$ cat config.mk
export PLATFORM = sky130hd
export DESIGN_NAME = md_issue_ctrl
export DESIGN_NICKNAME = d
export VERILOG_FILES = /design/src/rtl/md_pkg.sv /design/src/rtl/md_latency_counter.sv /design/src/rtl/md_issue_ctrl.sv
export SDC_FILE = /design/constraint.sdc
export NUM_CORES = 1
export LEC_CHECK = 0
export CAP_MARGIN = 20
export CORE_AREA = 2 2 39 41
export CTS_CLUSTER_DIAMETER = 150
export DETAILED_ROUTE_END_ITERATION = 7
export DIE_AREA = 0 0 41 43
export GPL_ROUTABILITY_DRIVEN = 0
export PLACE_DENSITY = 0.76
export SLEW_MARGIN = 15
export SYNTH_ARGS = -nofsm -noshare
export SYNTH_HDL_FRONTEND = slang
export SYNTH_HIERARCHICAL = 1
export SYNTH_SLANG_ARGS = --single-unit
$ cat constraint.sdc
create_clock -name clk -period 3.23 [get_ports clk]
set_input_delay 0.646 -clock clk [delete_from_list [all_inputs] [get_ports clk]]
set_output_delay 0.646 -clock clk [all_outputs]
set_load 0.05 [all_outputs]
$ cat src/rtl/md_pkg.sv
`default_nettype none
// +-----------------------------------------------------------------------+
// | md_pkg : MDOp codes, controller state encoding, shared op predicates  |
// | Rev 1.0                                                               |
// +-----------------------------------------------------------------------+
package md_pkg;

  localparam int unsigned CNT_W = 4;

  localparam logic [3:0] MD_MFHI  = 4'd0;
  localparam logic [3:0] MD_MFLO  = 4'd1;
  localparam logic [3:0] MD_MTHI  = 4'd2;
  localparam logic [3:0] MD_MTLO  = 4'd3;
  localparam logic [3:0] MD_MULT  = 4'd4;
  localparam logic [3:0] MD_MULTU = 4'd5;
  localparam logic [3:0] MD_DIV   = 4'd6;
  localparam logic [3:0] MD_DIVU  = 4'd7;

  typedef enum logic [1:0] {
    ST_IDLE = 2'd0,
    ST_MULT = 2'd1,
    ST_DIV  = 2'd2
  } md_state_e;

  // Codes 8..15 are outside the MD class
  function automatic logic is_md(input logic [3:0] op);
    return (op <= MD_DIVU);
  endfunction

  function automatic logic is_long(input logic [3:0] op);
    return (op >= MD_MULT) && (op <= MD_DIVU);
  endfunction

endpackage
`default_nettype wire

$ cat src/rtl/md_latency_counter.sv
`default_nettype none
// +-----------------------------------------------------------------------+
// | md_latency_counter : loadable down-counter that saturates at zero     |
// | Rev 1.0                                                               |
// +-----------------------------------------------------------------------+
module md_latency_counter
  import md_pkg::*;
(
  input  logic             clk,
  input  logic             reset,
  input  logic             load,
  input  logic             dec,
  input  logic [CNT_W-1:0] load_value,
  output logic [CNT_W-1:0] value,
  output logic             zero,
  output logic             one
);

  logic [CNT_W-1:0] cnt_q;
  logic [CNT_W-1:0] cnt_d;

  always_comb begin
    cnt_d = cnt_q;
    if (load) begin
      cnt_d = load_value;
    end else if (dec && (cnt_q != '0)) begin
      cnt_d = cnt_q - 1'b1;
    end
  end

  always_ff @(posedge clk) begin
    if (reset) begin
      cnt_q <= '0;
    end else begin
      cnt_q <= cnt_d;
    end
  end

  assign value = cnt_q;
  assign zero  = (cnt_q == '0);
  assign one   = (cnt_q == CNT_W'(1));

endmodule
`default_nettype wire

$ cat src/rtl/md_issue_ctrl.sv
`default_nettype none
// +-----------------------------------------------------------------------+
// | md_issue_ctrl : MD unit issue strobe, latency tracking, D-stage stall |
// | Rev 1.0                                                               |
// +-----------------------------------------------------------------------+
module md_issue_ctrl
  import md_pkg::*;
#(
  parameter int unsigned MULT_CYCLES = 5,
  parameter int unsigned DIV_CYCLES  = 10
) (
  input  logic       clk,
  input  logic       reset,
  input  logic       md_valid_D,
  input  logic [3:0] md_op_D,
  input  logic       md_valid_E,
  input  logic [3:0] md_op_E,
  output logic       start,
  output logic [3:0] mdop_out,
  output logic       stall_D,
  output logic       busy,
  output logic       done,
  output logic       proto_err
);

  md_state_e        state_q;
  md_state_e        state_d;
  logic             proto_err_q;
  logic             proto_err_d;

  logic             long_e;
  logic             cnt_load;
  logic             cnt_dec;
  logic [CNT_W-1:0] cnt_load_value;
  logic [CNT_W-1:0] cnt_value;
  logic             cnt_zero;
  logic             cnt_one;

  md_latency_counter u_cnt (
    .clk        (clk),
    .reset      (reset),
    .load       (cnt_load),
    .dec        (cnt_dec),
    .load_value (cnt_load_value),
    .value      (cnt_value),
    .zero       (cnt_zero),
    .one        (cnt_one)
  );

  assign long_e   = md_valid_E & is_long(md_op_E);
  assign busy     = (state_q != ST_IDLE);
  assign start    = long_e & (state_q == ST_IDLE);
  assign done     = busy & cnt_one;
  assign stall_D  = md_valid_D & is_md(md_op_D) & (busy | start);
  assign mdop_out = md_op_E;

  always_comb begin
    state_d        = state_q;
    cnt_load       = 1'b0;
    cnt_dec        = 1'b0;
    cnt_load_value = '0;
    case (state_q)
      ST_IDLE: begin
        if (start) begin
          cnt_load = 1'b1;
          // bit 1 separates div/divu (6,7) from mult/multu (4,5)
          if (md_op_E[1]) begin
            state_d        = ST_DIV;
            cnt_load_value = CNT_W'(DIV_CYCLES);
          end else begin
            state_d        = ST_MULT;
            cnt_load_value = CNT_W'(MULT_CYCLES);
          end
        end
      end
      ST_MULT, ST_DIV: begin
        cnt_dec = 1'b1;
        // zero here is only reachable through corrupted state; recover to idle
        if (cnt_one || cnt_zero) begin
          state_d = ST_IDLE;
        end
      end
      default: begin
        state_d = ST_IDLE;
      end
    endcase
  end

  // A long op reaching E while busy means the stall was bypassed upstream
  assign proto_err_d = proto_err_q | (long_e & busy);

  always_ff @(posedge clk) begin
    if (reset) begin
      state_q     <= ST_IDLE;
      proto_err_q <= 1'b0;
    end else begin
      state_q     <= state_d;
      proto_err_q <= proto_err_d;
    end
  end

  assign proto_err = proto_err_q;

  a_idle_cnt_clear : assert property (
    @(posedge clk) disable iff (reset) (busy || (cnt_value == '0))
  );

endmodule
`default_nettype wire

==> qor.txt <==
Final min period -> 2.76 ns
Core Rows -> 14
Total power -> 0.000243 W
Most used flip-flop cell after synthesis -> dfxtp_1
Fin util -> 49.4%
Vias post-DR -> 485
R2R depth -> 7
Netlist cell types -> 27
Worst Path Required -> 2.58 ns
Most frequent cells in the layout -> 13 x clkdlybuf4s50_1, 9 x inv_1, 7 x nor2_1, 7 x dfxtp_1, 5 x nand2_1
DR pass1 iterations -> 4
Max Slew Vio Count -> 0
Clk sinks -> 7
EDFF count, synth -> 0
Fmax -> 0.363 GHz
Area contributors post-synth -> dfxtp_1 27%, ha_1 7.2%, inv_1 6.5%, buf_4 5.8%, a2111oi_4 5.3%
Yosys top cell by area -> dfxtp_1
Number of buffers created by CTS -> 3
Hold_buf cts -> 0
Synthesized area -> 522 sq um
Worst-Margin Slew -> 0.505 ns
Die area -> 1760 sq um
Commonest non-fill, non-tap cell in the layout -> clkdlybuf4s50_1
Synth Warn # -> 6
Setup TNS -> 0 ns
Startpoint types -> flop
Syn Nets -> 77
Power per Cell Area -> 356 nW/um^2
Global route overflow -> 0
Overall Global Routing Usage -> 13.8%
Clock skew -> 0.000410 ns
Starting density of the core -> 37.7%
Post_cts resized -> 0
Count of buffers from port buffering -> 15
LEAKAGE -> 0.261 nW
Detailed placer's ending HPWL -> 812 um
Clock root buffer -> clkbuf_4
I/O pin count -> 21
Core area -> 1380 sq um
Routed vias/inst -> 5.22
# diodes -> 0
Initial DRC count -> 7
Worst reg2reg path endpoint -> state_q[0]$_SDFFE_PP0P_
Hold path startpoint -> state_q[0]$_SDFFE_PP0P_
Total routed wirelength -> 1040 um
DRC violations left -> 0
Vias in the first global route -> 423
Top-area cell type share of the netlist area -> 26.9%
Part of the cycle the worst path needs -> 85.3%
Avg WL per Cell -> 11.2 um
RR Startpoint -> u_cnt/value[1]$_SDFFE_PP0P_
Status -> complete, no violations
Clock buffer depth -> 2
RSZ-0062 raised after global routing -> no
CP startpoint -> u_cnt/value[1]$_SDFFE_PP0P_
Clock Latency Late Sink -> 0.24 ns
Htree depth -> 1
Die span in y -> 43 um
Reg2reg setup slack -> 1.40 ns
CTS clock-pin slew for the worst setup and hold paths -> 0.05 ns
Initial antenna violation count -> 0
Flops & latches, synth -> 7
Peak supply drop -> 0.226 mV
CP Class -> flop to output port
First-pass GRT wire length -> 1670 um
Max_cap viols -> 0
Post-Synthesis Cells -> 62
CP endpoint kind -> output port
Ys async rst share -> 0%
CTS tree -> yes
CP Max Fanout -> 3
Detail Route Antenna Nets -> 0
Avg Cell Area, Syn -> 8.42 sq um
Net count, final -> 93
Final setup vio count -> 0
Share of cells above drive strength 1 -> 14.3%
Hold depth -> 2
Post-CTS Setup Repair Bufs -> 0
Pin count of the biggest net entering global routing -> 10
Layout area overhead -> 30.9%
Max-Slew Margin vs Limit -> 66.2%
Critical Path AT -> 2.11 ns
Die W -> 41 um
Hold path endpoint -> state_q[0]$_SDFFE_PP0P_
HP Class -> flop to flop
Final hold violations -> 0
Post-synthesis sequential area ratio -> 26.9%
-- report_power, final --
| group | leakage (nW) | switching, W | internal (W) |
|---|---|---|---|
| Sequential | 0.0569 | 0.00000399 | 0.0000907 |
| Combinational | 0.189 | 0.0000421 | 0.0000309 |
| Clock | 0.0150 | 0.0000286 | 0.0000469 |
| Total | 0.261 | 0.0000747 | 0.000169 |
-- how the worst max path moves through the flow --
stage | end | cells after the start
after detailed placement | mdop_out[1] | 2
after CTS | done | 5
after global placement | mdop_out[1] | 2
after global routing | done | 5
after floorplan | stall_D | 2
final | done | 5
-- routing by layer --
layer / wire length [um] / vias to the layer above / track usage [%] / share of wire, %
li1: - / 245 / - / -
met1: 432 / 228 / 16.2 / 41
met2: 550 / 12 / 22.5 / 53
met3: 60 / 0 / 4.71 / 5.8
met4: 0 / 0 / 4.00 / 0
met5: 0 / - / 0 / 0
-- sequential cells by signal, summed over array words and instances (netlist names) --
signal,flops
proto_err,1
state_q,2
u_cnt/value,4
-- through the flow --
step / cell area, sq um / hold WS [ns] / setup slack (ns) / std cells
finish: 683 / 0.497 / 0.475 / 93
global route: 683 / 0.514 / 0.404 / 93
CTS: 683 / 0.502 / 0.454 / 93
detailed placement: 657 / 0.491 / 0.583 / 89
global placement: 657 / 0.486 / 0.587 / 89
floorplan: 522 / 0.457 / 0.937 / 62
-- cells in the mapped netlist (2+ instances only) --
cell	instances
nor2_1	7
nor3b_1	2
ha_1	3
buf_4	4
a31oi_1	2
dfxtp_1	7
nand3b_1	2
nand3_1	3
a311oi_1	2
inv_1	9
nand2_1	5
-- cell type report --
type / instances / area (sq um)
Clock buffer: 4 / 26.3
Fill cell: 131 / 701
Inverter: 9 / 33.8
Multi-Input combinational cell: 42 / 318
Sequential cell: 7 / 140
Tap cell: 16 / 20.0
Timing Repair Buffer: 15 / 145
-- cell families after synthesis --
logic type               synth area share, %
AO/OA/AOI/OAI                           18.7
adder cells (fa/ha/maj)                 7.20
buffers and inverters                   12.2
flip-flops                              26.9
multiplexers                            1.92
AND/OR/NAND/NOR                         33.1
-- critical path, cell delays in order, from the launching register on --
cell and delay (ns):
dfxtp_1 0.32, inv_1 0.13, ha_1 0.16, nor3b_1 0.28
and2b_2 0.19, clkdlybuf4s50_1 0.79
Power figures use the tool's default switching activity.
